[config.mk]
export PLATFORM = sky130hd
export DESIGN_NAME = smart_house_cmd_arbiter
export DESIGN_NICKNAME = d
export VERILOG_FILES = /design/src/rtl/smart_house_cmd_arbiter.sv
export SDC_FILE = /design/constraint.sdc
export NUM_CORES = 1
export LEC_CHECK = 0
export BUFFER_PORTS_ARGS = -buffer_cell sky130_fd_sc_hd__buf_4
export CAP_MARGIN = 20
export CORE_UTILIZATION = 50
export DETAILED_ROUTE_END_ITERATION = 8
export GPL_TIMING_DRIVEN = 0
export PLACE_DENSITY = 0.72
export RECOVER_POWER = 25
export SETUP_SLACK_MARGIN = 0.1
export SKIP_CTS_REPAIR_TIMING = 1
export SYNTH_ARGS = -nofsm -noshare
export SYNTH_HDL_FRONTEND = slang
export SYNTH_SLANG_ARGS = --single-unit
[constraint.sdc]
create_clock -name clk_i -period 2.9 [get_ports clk_i]
set_input_delay 0.58 -clock clk_i [delete_from_list [all_inputs] [get_ports clk_i]]
set_output_delay 0.58 -clock clk_i [all_outputs]
set_load 0.05 [all_outputs]
[src/rtl/smart_house_cmd_arbiter.sv]
// Round-robin arbiter that serialises actuator commands from several sources onto
// the six-bit house actuator register, with per-device dwell locking and heater/cooler interlock.
module smart_house_cmd_arbiter #(
    parameter int N_REQ = 3,
    parameter int DWELL = 8,
    parameter int CNT_W = 8
) (
    input  logic                 clk_i,
    input  logic                 rst_ni,
    input  logic [N_REQ-1:0]     req_valid_i,
    input  logic [3*N_REQ-1:0]   req_dev_i,
    input  logic [N_REQ-1:0]     req_on_i,
    output logic [N_REQ-1:0]     req_ack_o,
    output logic [N_REQ-1:0]     req_rej_o,
    output logic [5:0]           dev_state_o,
    output logic                 busy_o
);

    localparam int                N_DEV      = 6;
    localparam int                PTR_W      = (N_REQ > 1) ? $clog2(N_REQ) : 1;
    localparam logic [PTR_W-1:0]  PTR_LAST   = PTR_W'(N_REQ - 1);
    localparam logic [CNT_W-1:0]  DWELL_C    = CNT_W'(DWELL);
    localparam logic [N_REQ-1:0]  REQ_ONE    = N_REQ'(1);
    localparam logic [2:0]        DEV_COOLER = 3'd4;
    localparam logic [2:0]        DEV_HEATER = 3'd5;
    localparam logic [2:0]        DEV_FIRST_BAD = 3'd6;

    typedef enum logic [0:0] {
        ST_IDLE = 1'b0,
        ST_EXEC = 1'b1
    } state_e;

    state_e             state_q, state_d;
    logic [PTR_W-1:0]   ptr_q, ptr_d;
    logic [PTR_W-1:0]   win_q, win_d;
    logic [2:0]         dev_q, dev_d;
    logic               on_q, on_d;
    logic [5:0]         dev_state_q, dev_state_d;
    logic [CNT_W-1:0]   dwell_q [N_DEV];
    logic [CNT_W-1:0]   dwell_d [N_DEV];

    logic               grant_found_s;
    logic [PTR_W-1:0]   grant_idx_s;
    logic [2:0]         grant_dev_s;
    logic               grant_on_s;
    logic [PTR_W-1:0]   cand_s;

    logic [5:0]         sel_s;
    logic [5:0]         force_s;
    logic               cur_lvl_s;
    logic               locked_s;
    logic               dec_ack_s;
    logic               dec_rej_s;
    logic               dec_apply_s;

    function automatic logic [PTR_W-1:0] wrap_add(input logic [PTR_W-1:0] base, input int off);
        int sum;
        sum = int'(base) + off;
        if (sum >= N_REQ) begin
            sum = sum - N_REQ;
        end else begin
            sum = sum;
        end
        return PTR_W'(sum);
    endfunction

    // Round-robin search: first valid requester at or after ptr, wrapping.
    always_comb begin
        grant_found_s = 1'b0;
        grant_idx_s   = '0;
        grant_dev_s   = 3'd0;
        grant_on_s    = 1'b0;
        cand_s        = '0;
        for (int k = 0; k < N_REQ; k++) begin
            cand_s = wrap_add(ptr_q, k);
            if (!grant_found_s && req_valid_i[cand_s]) begin
                grant_found_s = 1'b1;
                grant_idx_s   = cand_s;
                grant_dev_s   = req_dev_i[int'(cand_s)*3 +: 3];
                grant_on_s    = req_on_i[cand_s];
            end else begin
                grant_found_s = grant_found_s;
            end
        end
    end

    // Decision for the latched command; out-of-range devices decode to an empty select.
    always_comb begin
        sel_s       = 6'b000001 << dev_q;
        cur_lvl_s   = |(sel_s & dev_state_q);
        locked_s    = 1'b0;
        dec_ack_s   = 1'b0;
        dec_rej_s   = 1'b0;
        dec_apply_s = 1'b0;
        for (int d = 0; d < N_DEV; d++) begin
            locked_s = locked_s | (sel_s[d] && (dwell_q[d] != '0));
        end
        if (state_q == ST_EXEC) begin
            if (dev_q >= DEV_FIRST_BAD) begin
                dec_rej_s = 1'b1;
            end else if (on_q == cur_lvl_s) begin
                dec_ack_s = 1'b1;
            end else if (locked_s) begin
                dec_rej_s = 1'b1;
            end else begin
                dec_ack_s   = 1'b1;
                dec_apply_s = 1'b1;
            end
        end else begin
            dec_ack_s = 1'b0;
        end
    end

    // Actuator and dwell next-state; switching one of heater/cooler on clears the other.
    always_comb begin
        force_s     = 6'b000000;
        force_s[4]  = dec_apply_s && (dev_q == DEV_HEATER) && on_q && dev_state_q[4];
        force_s[5]  = dec_apply_s && (dev_q == DEV_COOLER) && on_q && dev_state_q[5];
        dev_state_d = dev_state_q;
        for (int d = 0; d < N_DEV; d++) begin
            dwell_d[d] = dwell_q[d];
            if (dec_apply_s && sel_s[d]) begin
                dev_state_d[d] = on_q;
                dwell_d[d]     = DWELL_C;
            end else if (force_s[d]) begin
                dev_state_d[d] = 1'b0;
                dwell_d[d]     = DWELL_C;
            end else if (dwell_q[d] != '0) begin
                dwell_d[d]     = dwell_q[d] - CNT_W'(1);
            end else begin
                dwell_d[d]     = '0;
            end
        end
    end

    // FSM next-state and command latch.
    always_comb begin
        state_d = state_q;
        ptr_d   = ptr_q;
        win_d   = win_q;
        dev_d   = dev_q;
        on_d    = on_q;
        case (state_q)
            ST_IDLE: begin
                if (grant_found_s) begin
                    state_d = ST_EXEC;
                    win_d   = grant_idx_s;
                    dev_d   = grant_dev_s;
                    on_d    = grant_on_s;
                end else begin
                    state_d = ST_IDLE;
                end
            end
            ST_EXEC: begin
                state_d = ST_IDLE;
                ptr_d   = (win_q == PTR_LAST) ? '0 : win_q + PTR_W'(1);
            end
            default: begin
                state_d = ST_IDLE;
            end
        endcase
    end

    // State, pointer, latched command, actuator and dwell registers.
    always_ff @(posedge clk_i or negedge rst_ni) begin
        if (!rst_ni) begin
            state_q     <= ST_IDLE;
            ptr_q       <= '0;
            win_q       <= '0;
            dev_q       <= 3'd0;
            on_q        <= 1'b0;
            dev_state_q <= 6'b000000;
            for (int d = 0; d < N_DEV; d++) begin
                dwell_q[d] <= '0;
            end
        end else begin
            state_q     <= state_d;
            ptr_q       <= ptr_d;
            win_q       <= win_d;
            dev_q       <= dev_d;
            on_q        <= on_d;
            dev_state_q <= dev_state_d;
            for (int d = 0; d < N_DEV; d++) begin
                dwell_q[d] <= dwell_d[d];
            end
        end
    end

    assign req_ack_o   = dec_ack_s ? (REQ_ONE << win_q) : '0;
    assign req_rej_o   = dec_rej_s ? (REQ_ONE << win_q) : '0;
    assign dev_state_o = dev_state_q;
    assign busy_o      = (state_q == ST_EXEC);

endmodule
Word-level counts from Yosys, hierarchy flattened. Index checks and enable logic that the tools add are counted.

Logic and storage cells: 148. Flip-flop bits (word level): 63. Bits of input ports: 17. Output and inout bits: 13.

Shifts and indexed selects: 5. Magnitude comparators: 7. Multiplexer cells: 61. $add $sub $neg: 12. Reduce and logical (&&, ||, !) cells: 32. Eq/ne operators: 4. Multiply operators: 3. Bitwise operators: 7.

Operator list (number): 8-bit 2-to-1 mux (14); 8-bit nonzero test (6); 8-bit by 1-bit subtractor with 8-bit output (second input constant) (6); 1-bit 2-to-1 mux (28); 9-bit by 5-bit variable part select with 3-bit output (3); 1-bit logical AND (20); 3-bit 2-to-1 mux (5); 2-bit 2-to-1 mux (7); 1-bit binary-select mux with 2-bit select (6); 2-bit by 2-bit multiplier with 4-bit output (second input constant) (3); 2-bit by 3-bit < comparator with 1-bit output (second input constant) (3); 6-bit AND (1); 3-bit equality test (second input constant) (2); 3-bit by 2-bit greater-or-equal comparator with 1-bit output (second input constant) (2); 6-bit OR reduction (1); 1-bit by 3-bit left shift with 6-bit output (first input constant) (1); 2-bit subtractor (second input constant) (3); 1-bit OR (5); 2-bit nonzero test (2); 2-bit by 1-bit adder with 3-bit output (second input constant) (1); 2-bit by 2-bit adder with 3-bit output (second input constant) (1); 3-bit greater-or-equal comparator (second input constant) (1); 1-bit by 2-bit left shift with 3-bit output (first input constant) (1); 2-bit by 1-bit adder with 2-bit output (second input constant) (1); 7 further kinds (8).

Depth between registers and ports, before layout. Gate-level depths: netlist (run 1).

Depth in word-level cells: 16. Depth in mapped cells: 9. Mapped depth without buffers: 8.

Worst setup path after synthesis (run 1). Ideal clock, no wire load.

Path type: reg-to-output. Start: register dwell_q[16] (netlist bit). End: output port req_ack_o[0]. Cell stages (with the launch flop): 10. Data arrival time: 2.492 ns. Buffers on the path: 1. Required time: 2.320 ns. Path slack: -0.172 ns. Cell sequence: dfrtp_1 -> inv_1 -> ha_1 -> nor4b_1 -> and2_1 -> clkbuf_1 -> a2bb2oi_4 -> nand2_1 -> o21a_1 -> nor2_1.

Cells in the longest elaborated chain, start to end: 10.

RTL lines: from (decl) (line 39) `logic [CNT_W-1:0] dwell_q [N_DEV];`; from (signal, indexed assignment) (line 184) `dwell_q[d] <= dwell_d[d];`; 8-bit nonzero test (line 96) `locked_s = locked_s | (sel_s[d] && (dwell_q[d] != '0));`; 1-bit logical AND (line 96); 1-bit OR (3 in a row) (line 96); 1-bit 2-to-1 mux (line 103) `end else if (locked_s) begin`; 1-bit 2-to-1 mux (line 101) `end else if (on_q == cur_lvl_s) begin`; 1-bit 2-to-1 mux (line 99) `if (dev_q >= DEV_FIRST_BAD) begin`; 1-bit 2-to-1 mux (line 98) `if (state_q == ST_EXEC) begin`; 3-bit 2-to-1 mux (line 189) `assign req_ack_o = dec_ack_s ? (REQ_ONE << win_q) : '0;`; to (decl) (line 13) `output logic [N_REQ-1:0] req_ack_o,`.

Every way passes these cells.

Worst setup path in the final report (run 1).
Start: register dwell_q[29] (netlist bit). End: output port req_ack_o[1].

Cells in the longest elaborated chain, start to end: 11.

RTL lines (line): 8-bit nonzero test (96); 1-bit logical AND (96); 1-bit OR (4 in a row) (96); 1-bit 2-to-1 mux (103); 1-bit 2-to-1 mux (101); 1-bit 2-to-1 mux (99); 1-bit 2-to-1 mux (98); 3-bit 2-to-1 mux (189).

Every way passes these cells.

==> summary.md, run 1 <==
| Metric | Value |
|---|---|
| Largest net degree at the start of global routing | 64 |
| Startpoint Class | flop |
| Crit-path max cell delay | 0.42 ns |
| Final ANT Viol Nets | 0 |
| Count of final setup violators | 6 |
| Max_slew headroom | -2.47% |
| Register Area | 1580 µm² |
| Worst Path Arrival | 2.49 ns |
| Min Hold Slack | 0.460 ns |
| Post-synth EDFFs | 0 |
| Antenna fix cells | 0 |
| GR Util met2 | 33.7% |
| First-pass GRT wire length | 12800 µm |
| Most common cell after layout, fill and taps aside | dfrtp_1 |
| Fin. Hold Viols | 0 |
| Initial antenna violation count | 0 |
| Core Util, Final | 62.3% |
| Max-slew violations | 64 |
| Worst-margin pin slew | 1.54 ns |
| Clock Tree Root | clkbuf_8 |
| DR vias | 3202 |
| Async S/R FF share, synth | 100% |
| Clock slew at reported path FFs | 0.07 ns |
| Syn_nets | 453 |
| Register area share after synthesis | 41.2% |
| Area Growth Syn to Fin | 19.4% |
| Setup WS post-layout | -0.166 ns |
| Post-synth cell types | 59 |
| Period minus WS final | 3.07 ns |
| Non-Filler Instances | 585 |
| Worst hold start | dwell_q[8]$_DFF_PN0_ |
| Crit. Startpoint | dwell_q[29]$_DFF_PN0_ |
| Layout Skew | 0.00932 ns |
| Met1 Use GR | 26.9% |
| First-pass iteration count of the detailed router | 6 |
| Failing checks | max-capacitance violations, max-slew violations, negative setup slack |
| Commonest non-fill, non-tap cells in the layout | dfrtp_1 (63), nor2_1 (56), buf_4 (39) |
| Critical path's most frequent cell | buf_6 |
| Mapped cell area | 3820 µm² |
| Reg2Reg Depth | 8 |
| Hold path depth | 1 |
| Avg WL per Cell | 13.1 µm |
| CTS tree | done |
| Clock Latency Late Sink | 0.33 ns |
| Crit. End Element | output pin |
| Multi-input combinational cell area | 2160 µm² |
| PD cells | 1130 nW/µm² |
| Fill cell count | 622 |
| Cells after DPL | 555 |
| CP Class | flop to output pin |
| Fin Setup TNS | -0.686 ns |
| CP max stage cell | dfrtp_1 |
| Post-Place Worst Slack | -0.153 ns |
| Worst Hold Class | flop to flop |
| Vias in the first global route | 2924 |
| Syn Area/Cell | 8.93 µm² |
| Initial core utilization | 52.2% |
| Clock H-tree levels | 3 |
| Synth Instances | 428 |
| I/O pins | 30 |
| Area contributors post-synth | dfrtp_1 (41%), nor2_1 (5.9%), mux2i_1 (3.9%) |
| Fin crit share | 106% |
| Seq cells post-synth | 63 |
| 1st-iter DRT viols | 210 |
| Grt peak-use layer | met2 |
| Top FF cell, synth | dfrtp_1 |
| Clk sink count | 63 |
| Total of max-cap violations | 1 |
| Worst reg2reg setup slack | 0.42 ns |
| CTS Buffer Depth | 2 |
| CP max FO | 6 |
| Worst reg2reg startpoint | ptr_q[0]$_DFFE_PN0P_ |
| Synth area leader | dfrtp_1 |
| PortBufs | 28 |
| Fraction of layout instances using a drive strength above 1 | 18.9% |
| FP Rows | 31 |
| GR met3 Demand/Resource | 5.82% |
| P_leak | 0.00203 µW |
| GR Overflow Total | 0 |
| YS warnings | 0 |
| RSZ-0062 raised after global routing | true |
| Die Y | 89.5 µm |
| Tot GR Track Use | 20.7% |
| Status | finished with violations |
| Synth top area share | 41.2% |
| Crit path cell chain | or3_4, nor4b_4, buf_6, a2bb2oi_4, nand2_1, o21a_1, nor2_2, buf_6 |
| Nets | 507 |
| Reg-to-Reg End | dev_q[2]$_DFFE_PN0P_ |
| Peak VDD IR | 0.460 mV |
| Crit path required time | 2.32 ns |
| DIE AREA | 8000 µm² |
| Core area | 7330 µm² |
| Die Wd | 89.5 µm |
| CTS buffer count | 9 |
| Max frequency | 0.326 GHz |
| Routed WL | 7690 µm |
| Hold EP | dwell_q[8]$_DFF_PN0_ |
| Drc violations | 0 |
| Hpwl dp | 5330 µm |
| RePlAce Congestion | 0.847 |
| Vias/cell | 5.47 |
-- power breakdown --
part,internal (µW),switching [µW]
clock network,500,322
registers,1290,373
logic,1150,1510
total,2940,2200
-- cell type report --
cell class | instances | share of cell area (%)
clock inverter | 4 | 1.53
inverter | 23 | 1.89
clock buffer | 11 | 3.10
tap | 99 | 2.71
timing repair buffer | 43 | 7.34
multi-input combinational | 325 | 47.3
buffer | 17 | 1.59
sequential | 63 | 34.5
-- cells in the mapped netlist (2+ instances only) --
| cell type | n |
|---|---|
| and2_1 | 2 |
| or4_1 | 4 |
| nor4bb_1 | 2 |
| and3b_1 | 5 |
| o21ai_1 | 3 |
| nand3b_1 | 3 |
| mux2i_1 | 15 |
| o22a_1 | 2 |
| o31ai_1 | 6 |
| o21a_1 | 4 |
| dfrtp_1 | 63 |
| nor4_1 | 3 |
| xnor2_1 | 12 |
| maj3_1 | 2 |
| xor2_1 | 5 |
| mux2_2 | 7 |
| buf_2 | 3 |
| nand2b_1 | 5 |
| a21oi_1 | 18 |
| clkbuf_1 | 10 |
| nor2_1 | 60 |
| nand4_1 | 2 |
| o21ai_0 | 28 |
| nor3_1 | 18 |
| o22ai_1 | 4 |
| buf_1 | 3 |
| nor2b_1 | 12 |
| nand3_1 | 13 |
| inv_1 | 23 |
| nor3b_1 | 5 |
| a2bb2oi_4 | 2 |
| a21o_1 | 7 |
| nand4b_1 | 3 |
| a22o_1 | 2 |
| o221ai_1 | 3 |
| nand2_1 | 38 |
| ha_1 | 8 |
| or3_1 | 2 |
-- state kept, by name, indices dropped and copies added, names as in the netlist --
name	cells
busy_o	1
dev_q	3
dev_state_o	6
dwell_q	48
on_q	1
ptr_q	2
win_q	2
-- how the worst max path moves through the flow --
stage	endpoint	slack, ns	cells past startpoint
floorplan	req_ack_o[0]	0.02	9
finish	req_ack_o[1]	-0.17	8
detailed placement	req_ack_o[1]	-0.15	10
global placement	req_ack_o[1]	-0.10	10
global route	req_ack_o[1]	-0.29	9
CTS	req_ack_o[1]	-0.53	10
-- metal layers --
layer | vias up | wire, µm
li1 | 1615 | -
met1 | 1518 | 3630
met2 | 60 | 3700
met3 | 9 | 265
met4 | 0 | 97
met5 | - | 0
-- critical path, delay by kind of cell (launching register included) --
kind	cells	cell delay (ns)
and+or+nand+nor	4	0.95
buffers and inverters	2	0.34
DFF	1	0.42
AOI/OAI and AO/OA	2	0.45
-- logic make-up after synthesis --
kind of cell	Yosys count	synth area share, %
AOI/OAI and AO/OA	90	16.4
muxes	23	6.28
adders and majority gates	10	3.14
DFF	63	41.2
and+or+nand+nor	185	24.9
buffers and inverters	40	4.12
xor gates and xnor gates	17	3.89
-- through the flow --
stage / total power, µW / area [µm²]
2_1_floorplan: 3590 / 3830
5_1_grt: 5580 / 4570
6_report: 5140 / 4570
4_1_cts: 4990 / 4380
3_5_place_dp: 4150 / 4170
3_3_place_gp: 4060 / 4170
No activity file was read; power rests on OpenSTA's default activity.
==> inputs of run 2 (changes only) <==
--- a/config.mk
+++ b/config.mk
@@ -13,7 +13,6 @@
 export PLACE_DENSITY = 0.72
 export RECOVER_POWER = 25
 export SETUP_SLACK_MARGIN = 0.1
-export SKIP_CTS_REPAIR_TIMING = 1
 export SYNTH_ARGS = -nofsm -noshare
 export SYNTH_HDL_FRONTEND = slang
 export SYNTH_SLANG_ARGS = --single-unit
==> constraint.sdc (replaced) <==
create_clock -name clk_i -period 2.86 [get_ports clk_i]
set_input_delay 0.572 -clock clk_i [delete_from_list [all_inputs] [get_ports clk_i]]
set_output_delay 0.572 -clock clk_i [all_outputs]
set_load 0.05 [all_outputs]
==> run 2 against run 1 <==
Effect of this change:
- the flow still finishes with violations (max-capacitance violations, max-slew violations, negative setup slack)
- critical path depth unchanged
- setup slack improved by 0.13 ns
- clock skew increased by 0.0013 ns
- sequential power increased by 2%
- critical endpoint unchanged
- final area increased by 3.1%
- global-route usage increased by 0.33 points
- count of clock-buffer cells in the layout unchanged
- largest power group unchanged
- wire length increased by 1.9%
==> summary.md, run 2 (synthesis gave the netlist of run 1 again) <==
| Metric | Value |
|---|---|
| RePlAce Congestion | 0.847 (unchanged) |
| Part of the power in combinational logic | 54.0% (was 51.7%) |
| Register Area | 1580 µm² (unchanged) |
| Commonest non-fill, non-tap cells in the layout | dfrtp_1 (63), nor2_1 (54), buf_4 (38) (was dfrtp_1 (63), nor2_1 (56), buf_4 (39)) |
| CTS buffer count | 9 (unchanged) |
| Largest net degree at the start of global routing | 64 (unchanged) |
| Die Wd | 89.5 µm (unchanged) |
| Clock share of power | 15.1% (was 16.0%) |
| Max_slew headroom | -2.90% (was -2.47%) |
| Worst Hold Class | flop to flop (unchanged) |
| Max frequency | 0.346 GHz |
| DR vias | 3230 (was 3202) |
| PD cells | 1170 nW/µm² (was 1130 nW/µm²) |
| GR Overflow Total | 0 (unchanged) |
| Antenna fix cells | 0 (unchanged) |
| Area Growth Syn to Fin | 23.1% (was 19.4%) |
| Hpwl dp | 5330 µm (unchanged) |
| Final ANT Viol Nets | 0 (unchanged) |
| Crit-path max cell delay | 0.40 ns (was 0.42 ns) |
| Crit path cell chain | or3_4, nor4b_4, buf_4, a2bb2oi_4, nand2_4, o21a_4, nor2_4, buf_6 (was or3_4, nor4b_4, buf_6, a2bb2oi_4, nand2_1, o21a_1, nor2_2, buf_6) |
| Fraction of layout instances using a drive strength above 1 | 22.6% (was 18.9%) |
| Most common cell after layout, fill and taps aside | dfrtp_1 (unchanged) |
| CP Class | flop to output pin (unchanged) |
| Fin crit share | 101% |
| Clock H-tree levels | 3 (unchanged) |
| Crit path required time | 2.29 ns (was 2.32 ns) |
| Nets | 508 (was 507) |
| Total of max-cap violations | 1 (unchanged) |
| I/O pins | 30 (unchanged) |
| Core area | 7330 µm² (unchanged) |
| Status | finished with violations (unchanged) |
| Period minus WS final | 2.89 ns |
| First-pass iteration count of the detailed router | 4 (was 6) |
| Sequential share of power | 30.9% (was 32.3%) |
| Avg WL per Cell | 13.4 µm (was 13.1 µm) |
| Net Sw Frac | 42.9% (was 42.8%) |
| CP max stage cell | dfrtp_1 (unchanged) |
| Peak VDD IR | 0.464 mV (was 0.460 mV) |
| Initial antenna violation count | 0 (unchanged) |
| CTS Buffer Depth | 2 (unchanged) |
| Setup WS post-layout | -0.0312 ns (was -0.166 ns) |
| Clock Latency Late Sink | 0.33 ns (about the same) |
| Tot GR Track Use | 21.1% (was 20.7%) |
| Cells after DPL | 555 (unchanged) |
| Count of final setup violators | 3 (was 6) |
| Drc violations | 0 (unchanged) |
| Fin. Hold Viols | 0 (unchanged) |
| PortBufs | 28 (unchanged) |
| RSZ-0062 raised after global routing | true (unchanged) |
| Failing checks | max-capacitance violations, max-slew violations, negative setup slack (unchanged) |
| Switching Power | 2360 µW (was 2200 µW) |
| Min Hold Slack | 0.463 ns (was 0.460 ns) |
| Post-Place Worst Slack | -0.185 ns (was -0.153 ns) |
| Vias/cell | 5.51 (was 5.47) |
| Worst Path Arrival | 2.32 ns (was 2.49 ns) |
| Worst-margin pin slew | 1.54 ns (about the same) |
| Max reg flops | 48 (unchanged) |
| Routed WL | 7840 µm (was 7690 µm) |
| Layout Skew | 0.0107 ns (was 0.00932 ns) |
| Die Y | 89.5 µm (unchanged) |
| Fill cell count | 592 (was 622) |
| First-pass GRT wire length | 13000 µm (was 12800 µm) |
| Max-slew violations | 64 (unchanged) |
| Multi-input combinational cell area | 2280 µm² (was 2160 µm²) |
| Largest reg by FF count | dwell_q (unchanged) |
| CP max FO | 4 (was 6) |
| FP Rows | 31 (unchanged) |
| Vias in the first global route | 2969 (was 2924) |
| Core Util, Final | 64.2% (was 62.3%) |
| CTS tree | done (unchanged) |
| Crit. End Element | output pin (unchanged) |
| Clk sink count | 63 (unchanged) |
| P_leak | 0.00205 µW (was 0.00203 µW) |
| 1st-iter DRT viols | 158 (was 210) |
| Clock Tree Root | clkbuf_8 (unchanged) |
| Startpoint Class | flop (unchanged) |
| Non-Filler Instances | 586 (was 585) |
| Int Pwr | 3140 µW (was 2940 µW) |
| DIE AREA | 8000 µm² (unchanged) |
| Initial core utilization | 52.2% (unchanged) |
| Clock slew at reported path FFs | 0.07 ns (about the same) |
## run 2: cell types whose count changed in the layout (fill, tap and decap cells not counted), moves of 2 or more
cell / change
clkbuf_1: -3
inv_2: +3
inv_1: -3
ha_1: -2
clkbuf_2: +2
buf_6: +3
nor2_1: -2
ha_4: +2
## run 2: cell type report
class	count	share of cell area (%)
Buffer	17	1.75
Clock buffer	11	3.00
Multi-Input combinational cell	325	48.4
Tap cell	99	2.63
Clock inverter	4	1.49
Timing Repair Buffer	44	7.44
Sequential cell	63	33.5
Inverter	23	1.83
## run 2: through the flow
stage	TNS (ns)	area, µm²	power, µW
6_report	-0.0674	4710	5510
5_1_grt	-0.621	4710	5960
4_1_cts	-0.643	4510	5190
3_5_place_dp	-0.864	4170	4210
3_3_place_gp	-0.651	4170	4110
2_1_floorplan	-0.0469	3830	3640
## run 2: power groups by stage
stage	Clock [µW]	Sequential (µW)	Combinational, µW
2_1_floorplan	0	1650	1990
3_3_place_gp	0	1650	2460
3_5_place_dp	0	1670	2530
4_1_cts	853	1680	2660
5_1_grt	893	1760	3300
6_report	832	1700	2970
## run 2: layer usage
layer / global-route usage (%) / vias up / part of all wire [%]
met5: 0 / - / 0
met4: 6.06 / 0 / 0.68
met3: 5.26 / 6 / 2.9
met2: 34.5 / 50 / 49
met1: 27.7 / 1558 / 48
li1: - / 1616 / -
## run 2: critical path: cells and delay by family (launching register included)
family,cells,cell delay (ns)
AND/OR/NAND/NOR,4,0.83
AO/OA/AOI/OAI,2,0.41
flip-flops,1,0.40
buffers and inverters,2,0.34
## run 2: what timing repair did
| item | in CTS | in global routing |
|---|---|---|
| gates resized for setup | 13 | 39 |
| endpoints found under the setup margin | 6 | 6 |
| setup buffers | 9 | 7 |
| pin swaps | 8 | 5 |
| hold buffers | 0 | 0 |
## run 2: path summary, 6_finish.rpt
kind	cells after the start	endpoint	start	slack, ns
worst max-delay path	8	req_ack_o[1]	dwell_q[31]$_DFF_PN0_	-0.03
min in group asynchronous	1	dwell_q[39]$_DFF_PN0_	rst_ni	0.60
worst min-delay path	1	dwell_q[8]$_DFF_PN0_	dwell_q[8]$_DFF_PN0_	0.46
max in group asynchronous	1	dwell_q[37]$_DFF_PN0_	rst_ni	1.32
worst min register to register	1	dwell_q[8]$_DFF_PN0_	dwell_q[8]$_DFF_PN0_	0.46
worst max register to register	8	dev_q[2]$_DFFE_PN0P_	ptr_q[0]$_DFFE_PN0P_	0.39
